$ cat config.mk
export PLATFORM = sky130hd
export DESIGN_NAME = duck_ctrl
export DESIGN_NICKNAME = d
export VERILOG_FILES = /design/src/rtl/game_pkg.sv /design/src/rtl/edge_detect.sv /design/src/rtl/duck_ctrl.sv
export SDC_FILE = /design/constraint.sdc
export NUM_CORES = 1
export LEC_CHECK = 0
export BUFFER_PORTS_ARGS = -buffer_cell sky130_fd_sc_hd__buf_2
export CAP_MARGIN = 20
export CORE_ASPECT_RATIO = 0.75
export CORE_UTILIZATION = 50
export DETAILED_ROUTE_END_ITERATION = 8
export PLACE_DENSITY_LB_ADDON = 0.12
export SYNTH_ARGS = -nofsm -noshare
export SYNTH_HDL_FRONTEND = slang
export SYNTH_SLANG_ARGS = --single-unit
$ cat constraint.sdc
create_clock -name clk -period 3.7 [get_ports clk]
set_clock_uncertainty 0.1 [all_clocks]
set_input_delay 0.185 -clock clk [delete_from_list [all_inputs] [get_ports clk]]
set_output_delay 0.185 -clock clk [all_outputs]
set_load 0.02 [all_outputs]
$ cat src/rtl/game_pkg.sv
// Shared game types and motion constants used by the duck controller and its helpers.
package game_pkg;

  typedef enum logic [2:0] {
    IDLE   = 3'd0,
    SPAWN  = 3'd1,
    FLY    = 3'd2,
    HIT    = 3'd3,
    FALL   = 3'd4,
    ESCAPE = 3'd5,
    NEXT   = 3'd6,
    DONE   = 3'd7
  } duck_state_t;

  localparam int VEL_BASE    = 1;
  localparam int FALL_STEP   = 4;
  localparam int ESCAPE_STEP = 4;
  localparam logic [1:0] SHOTS_INIT = 2'd3;

endpackage

$ cat src/rtl/edge_detect.sv
// Registered rising-edge detector for level inputs such as mouse buttons.
module edge_detect (
  input  logic clk,
  input  logic rst,
  input  logic level,
  output logic rise
);

  logic level_p0;

  always_ff @(posedge clk) begin
    if (rst) begin
      level_p0 <= 1'b0;
      rise     <= 1'b0;
    end else begin
      level_p0 <= level;
      rise     <= level & ~level_p0;
    end
  end

endmodule

$ cat src/rtl/duck_ctrl.sv
// Duck-hunt round controller: spawns a duck, moves it per frame, scores shots and
// sequences hit/fall/escape through a fixed number of rounds.
module duck_ctrl
  import game_pkg::*;
#(
  parameter int X_MIN         = 64,
  parameter int X_MAX         = 736,
  parameter int Y_MIN         = 32,
  parameter int Y_SPAWN       = 420,
  parameter int DUCK_W        = 64,
  parameter int DUCK_H        = 64,
  parameter int ROUNDS        = 10,
  parameter int FLIGHT_FRAMES = 300,
  parameter int HIT_FRAMES    = 15
) (
  input  logic        clk,
  input  logic        rst,
  input  logic        enable,
  input  logic        frame_tick,
  input  logic [15:0] random,
  input  logic [11:0] mouse_xpos,
  input  logic [11:0] mouse_ypos,
  input  logic        left_mouse,
  output logic [11:0] duck_xpos,
  output logic [11:0] duck_ypos,
  output logic        duck_visible,
  output duck_state_t duck_state,
  output logic [7:0]  hits,
  output logic [1:0]  shots_left,
  output logic [3:0]  round_no,
  output logic        game_finished
);

  localparam int FC_W = $clog2(FLIGHT_FRAMES + 1);
  localparam logic [12:0] DUCK_W13 = 13'(DUCK_W);
  localparam logic [12:0] DUCK_H13 = 13'(DUCK_H);

  logic signed [3:0] vx;
  logic signed [3:0] vy;
  logic [FC_W-1:0]   frame_cnt;

  // Returns {bounced, new_pos}; overshoot clamps to the limit and flags a velocity flip.
  function automatic logic [12:0] step_axis(input logic [11:0] pos, input logic signed [3:0] vel,
                                            input int lo, input int hi);
    logic signed [13:0] np;
    np = $signed({2'b00, pos}) + $signed({{10{vel[3]}}, vel});
    if (np < lo) return {1'b1, 12'(lo)};
    if (np > hi) return {1'b1, 12'(hi)};
    return {1'b0, np[11:0]};
  endfunction

  function automatic logic [7:0] sat_inc(input logic [7:0] v);
    return (v == 8'hFF) ? v : v + 8'd1;
  endfunction

  logic              shot_edge;
  logic              shot;
  logic              in_box;
  logic [12:0]       x_step;
  logic [12:0]       y_step;
  logic [12:0]       fall_sum;
  logic [11:0]       spawn_x;
  logic [2:0]        vx_mag;
  logic [2:0]        vy_mag;
  logic signed [3:0] spawn_vx;
  logic signed [3:0] spawn_vy;
  logic              spawn_now;
  logic              last_round;
  logic              unused_random;

  edge_detect u_left_edge (
    .clk   (clk),
    .rst   (rst),
    .level (left_mouse),
    .rise  (shot_edge)
  );

  assign unused_random = ^random[15:14];

  assign spawn_x  = 12'(X_MIN) + {3'b000, random[8:0]};
  assign vx_mag   = 3'(VEL_BASE) + {1'b0, random[10:9]};
  assign vy_mag   = 3'(VEL_BASE) + {1'b0, random[13:12]};
  assign spawn_vx = random[11] ? -$signed({1'b0, vx_mag}) : $signed({1'b0, vx_mag});
  assign spawn_vy = -$signed({1'b0, vy_mag});

  // Hit box is the current (pre-move) position; a same-cycle frame update never shifts it.
  assign in_box = ({1'b0, mouse_xpos} >= {1'b0, duck_xpos}) &&
                  ({1'b0, mouse_xpos} <  {1'b0, duck_xpos} + DUCK_W13) &&
                  ({1'b0, mouse_ypos} >= {1'b0, duck_ypos}) &&
                  ({1'b0, mouse_ypos} <  {1'b0, duck_ypos} + DUCK_H13);
  assign shot   = shot_edge && (duck_state == FLY) && (shots_left != 2'd0);

  assign x_step   = step_axis(duck_xpos, vx, X_MIN, X_MAX - DUCK_W);
  assign y_step   = step_axis(duck_ypos, vy, Y_MIN, Y_SPAWN);
  assign fall_sum = {1'b0, duck_ypos} + 13'(FALL_STEP);

  assign last_round = (round_no == 4'(ROUNDS - 1));
  assign spawn_now  = (duck_state == IDLE) || ((duck_state == NEXT) && !last_round);

  always_ff @(posedge clk) begin
    if (rst || !enable) begin
      duck_state    <= IDLE;
      duck_xpos     <= '0;
      duck_ypos     <= '0;
      vx            <= '0;
      vy            <= '0;
      frame_cnt     <= '0;
      hits          <= '0;
      shots_left    <= '0;
      round_no      <= '0;
      duck_visible  <= 1'b0;
      game_finished <= 1'b0;
    end else begin
      case (duck_state)
        IDLE:  duck_state <= SPAWN;
        SPAWN: duck_state <= FLY;
        FLY: begin
          if (shot && in_box) begin
            duck_state <= HIT;
            hits       <= sat_inc(hits);
            shots_left <= shots_left - 2'd1;
            frame_cnt  <= '0;
          end else begin
            if (shot) shots_left <= shots_left - 2'd1;
            if (frame_tick) begin
              if ((shots_left == 2'd0) || (frame_cnt == FC_W'(FLIGHT_FRAMES - 1))) begin
                duck_state <= ESCAPE;
              end else begin
                duck_xpos <= x_step[11:0];
                duck_ypos <= y_step[11:0];
                if (x_step[12]) vx <= -vx;
                if (y_step[12]) vy <= -vy;
                frame_cnt <= frame_cnt + FC_W'(1);
              end
            end
          end
        end
        HIT: begin
          if (frame_tick) begin
            if (frame_cnt == FC_W'(HIT_FRAMES - 1)) begin
              duck_state <= FALL;
              frame_cnt  <= '0;
            end else begin
              frame_cnt <= frame_cnt + FC_W'(1);
            end
          end
        end
        FALL: begin
          if (frame_tick) begin
            if (fall_sum >= 13'(Y_SPAWN)) begin
              duck_ypos    <= 12'(Y_SPAWN);
              duck_visible <= 1'b0;
              duck_state   <= NEXT;
            end else begin
              duck_ypos <= fall_sum[11:0];
            end
          end
        end
        ESCAPE: begin
          if (frame_tick) begin
            if (duck_ypos <= 12'(ESCAPE_STEP)) begin
              duck_ypos    <= '0;
              duck_visible <= 1'b0;
              duck_state   <= NEXT;
            end else begin
              duck_ypos <= duck_ypos - 12'(ESCAPE_STEP);
            end
          end
        end
        NEXT: begin
          if (last_round) begin
            duck_state    <= DONE;
            game_finished <= 1'b1;
          end else begin
            round_no   <= round_no + 4'd1;
            duck_state <= SPAWN;
          end
        end
        DONE:    duck_state <= DONE;
        default: duck_state <= IDLE;
      endcase
      if (spawn_now) begin
        duck_xpos    <= spawn_x;
        duck_ypos    <= 12'(Y_SPAWN);
        vx           <= spawn_vx;
        vy           <= spawn_vy;
        shots_left   <= SHOTS_INIT;
        frame_cnt    <= '0;
        duck_visible <= 1'b1;
      end
    end
  end

endmodule

==> impl_metrics.yaml <==
critical_path:
  cp_slowest_stage_delay_ps: 480
  arrival_time_of_the_worst_setup_path_ps: 3660
  crit_type: "reg -> reg"
  timing.critical_path.to_type: "flip-flop"
  crit_path_max_fanout: 6
  start_kind: "flip-flop"
  cp_slowest_cell: "sky130_fd_sc_hd__or4_1"
  crit_path_cell_trace: "ha_1 -> fa_2 -> a211oi_2 -> o21ai_1 -> and2_4 -> a41oi_2 -> or4_1 -> a2111o_1 -> nand2b_4 -> mux2_4 -> a2111oi_4"
  critical_path_required_ps: 3840
layout:
  design_area_um2: 7167
  area_growth_syn_to_layout_pct: 18.13
  antenna_cells_inserted: 0
  finish.net_count: 996
  finalNonFillerCells: 1035
  mostFrequentLayoutCells: "sky130_fd_sc_hd__buf_2, sky130_fd_sc_hd__ha_1, sky130_fd_sc_hd__nor2_1, sky130_fd_sc_hd__a21oi_1, sky130_fd_sc_hd__dfxtp_1"
  filler_cell_count: 1047
  layout_commonest_cell: "sky130_fd_sc_hd__buf_2"
  final_layout_size_suffix_gt1_share_pct: 18.90
synthesis:
  most_used_flip_flop_cell_after_synthesis: "sky130_fd_sc_hd__dfxtp_1"
  synth-seq-cells: 62
  post_synth_inst_count: 761
  ys_seq_area_share_pct: 20.46
  syn-cell-area_um2: 6067
  post_synth.cell_area_avg_um2: 7.972
  synth-async-reset-ratio_pct: 0
  syn_nets: 889
  yosys_warning_count: 0
  post_synthesis_cell_type_count: 83
  synth_enable_flop_cells: 0
grt:
  grt_antenna_before_repair: 0
  grt_pass1_wl_mm: 29.15
  grt_max_degree: 37
  grt_use_total_pct: 28.82
  number_of_global_route_vias_before_repair: 5925
  global_route.overflow_total: 0
timing:
  fin_hold_ws_ps: 11.65
  layout_setup_ws_ps: 180.7
  maxClockFrequency_mhz: 284.1
  layout_worst_path_cycle_share_pct: 95.12
  worst_slew_margin_rel_pct: 43.58
  final_period_minus_worst_setup_slack_ps: 3519
  grt_setup_unrepaired: "false"
  final-setup-viol-count: 0
  final-hold-violation-count: 0
  worst_slew_pin_slew_ps: 838.6
  finalMaxSlewViolations: 0
  setup_total_negative_slack_ps: 0
routing:
  avgViaCountPerCell: 6.053
  antenna_viol_nets_final: 0
  drt_first_pass_iters: 5
  first_iteration_detailed_routing_drc_count: 402
  postRouteWirelength_mm: 17.49
  via_count_of_the_routed_design: 6265
  number_of_drc_violations_after_detailed_routing: 0
  routed_wire_length_per_instance_um: 16.90
pwr:
  sw_frac_of_total_pct: 33.82
  netSwitchingPower_mw: 0.7053
  p_leak_nw: 3.138
  comb_power_share_pct: 28.0
  p_int_mw: 1.380
  clkPwrFrac_pct: 37.6
  ir_drop_v: 0.0002225
  power.density_nw_per_um2: 291.0
  seqPwrFrac_pct: 34.4
floorplan:
  design.core.area_um2: 11700
  initial_core_util_pct: 51.86
  dieWidth_um: 129.2
  io-pin-count: 88
  rows: 34
  die_outline_area_um2: 12580
  die_height_um: 97.40
hold_path:
  hold_path.class: "in -> reg"
flow_run:
  max_cap_viol_count: 0
clock_tree:
  cts.reportedPaths.clkPinSlew_ps: 60
  cts.root.buffer_cell: "sky130_fd_sc_hd__clkbuf_16"
  numCtsBuffers: 9
  cts.htree.levels: 3
  insertion_delay_ps: 340
  tritoncts_clock_tree: "done"
  cts.sinks: 62
  clock_buffer_depth: 2
placement:
  place.port_buffers: 85
  place.detailed.instances: 1014
  last_weighted_congestion_value_of_the_routability_driven_placer: 0.8939
  placement_stage_cell_area_um2: 6817
  placement_stage_worst_setup_slack_ps: 48.03
  detailedPlacementHpwl_mm: 13.74
outcome:
  status: "completed"
[critical path, delay by kind of cell, from the launching register on]
kind | cells | cell delay [ps]
flops | 1 | 400
simple gates | 3 | 890
fa+ha+maj | 2 | 500
mux | 1 | 320
compound gates | 5 | 1190
[through the flow]
| stage | power (mW) | util, % |
|---|---|---|
| 5_1_grt | 2.194 | 61.26 |
| 3_3_place_gp | 1.278 | 58.27 |
| 6_report | 2.086 | 61.26 |
| 3_5_place_dp | 1.296 | 58.27 |
| 2_1_floorplan | 1.129 | - |
| 4_1_cts | 2.086 | 60.97 |
[what timing repair did]
item,CTS,global route
gates resized for setup,0,9
buffers inserted,0,1
endpoints found under the hold margin,3,0
setup endpoints to repair,0,24
hold buffers,4,0
[cell type report]
class	count	area [um2]	share of cell area [%]
flip-flops and latches	62	1245	17.37
well taps	162	202.7	2.828
multi-input cells	630	4572	63.79
clock inverters	7	51.30	0.7158
inverters	44	165.2	2.304
repair buffers	121	705.7	9.846
clock buffers	9	225.2	3.142
[layer usage]
metal | global-route usage (%) | routed length, um | up-vias
li1 | - | - | 3045
met1 | 41.98 | 8550 | 2950
met2 | 43.71 | 7586 | 244
met3 | 4.350 | 1092 | 26
met4 | 7.602 | 261 | 0
met5 | 0 | 0 | -
[worst paths after layout]
path / from / endpoint / slack (ps) / cells after the start
min: random[0] / duck_xpos[0] / 10 / 3
min reg2reg: u_left_edge.level_p0 / u_left_edge.rise / 290 / 1
max: vy[0] / vy[2] / 180 / 11
max reg2reg: vy[0] / vy[2] / 180 / 11
[cells in the mapped netlist (all sizes together), types with 3 or more instances]
| master | number | area share [%] |
|---|---|---|
| or4 | 3 | 0.37 |
| nand2b | 14 | 1.6 |
| a22o | 4 | 0.58 |
| a31oi | 6 | 0.72 |
| a31o | 3 | 0.43 |
| a211oi | 14 | 1.9 |
| nor3b | 5 | 0.62 |
| a21o | 10 | 1.3 |
| clkbuf | 18 | 1.1 |
| xor2 | 19 | 2.7 |
| nor4 | 4 | 0.41 |
| inv | 44 | 2.7 |
| and4 | 7 | 1.0 |
| a22oi | 5 | 0.62 |
| nand3 | 26 | 2.1 |
| and2 | 8 | 0.87 |
| or3 | 3 | 0.31 |
| nor4b | 4 | 0.68 |
| a221oi | 6 | 0.87 |
| o21bai | 4 | 0.49 |
| dfxtp | 62 | 20 |
| o21a | 6 | 0.74 |
| nor3 | 13 | 1.1 |
| nand3b | 4 | 0.49 |
| a2111oi | 6 | 1.5 |
| o31ai | 3 | 0.37 |
| a21oi | 60 | 5.0 |
| a21boi | 3 | 0.56 |
| nor2 | 69 | 4.3 |
| o211ai | 10 | 1.2 |
| nor2b | 15 | 1.5 |
| buf | 7 | 0.72 |
| o221ai | 5 | 0.72 |
| nand2 | 46 | 2.8 |
| and3 | 11 | 1.1 |
| o21ai | 55 | 4.5 |
| xnor2 | 35 | 5.1 |
| ha | 81 | 17 |
| a211o | 4 | 0.58 |
| a41oi | 5 | 0.85 |
| mux2i | 5 | 0.82 |
| o211a | 3 | 0.49 |
| nand4 | 13 | 1.3 |
[flip-flops by register name, indices dropped and copies added, names as in the netlist]
signal,count
u_left_edge.level_p0,1
hits,8
vx,4
game_finished,1
u_left_edge.rise,1
frame_cnt,9
round_no,4
shots_left,2
duck_state,3
duck_visible,1
vy,4
duck_ypos,12
duck_xpos,12
[cell families after synthesis]
family	synth area share, %
mux	1.072
simple gates	22.46
buf+inv	4.557
compound gates	26.29
fa+ha+maj	17.36
flops	20.46
xor+xnor	7.795
[power groups by stage]
stage	Sequential, mW	Clock [mW]	Combinational, mW
after floorplan	0.742	0	0.387
after global placement	0.730	0	0.549
after detailed placement	0.731	0	0.565
after CTS	0.716	0.798	0.572
after global routing	0.720	0.825	0.649
final	0.718	0.785	0.583
No activity file was read; power rests on OpenSTA's default activity.
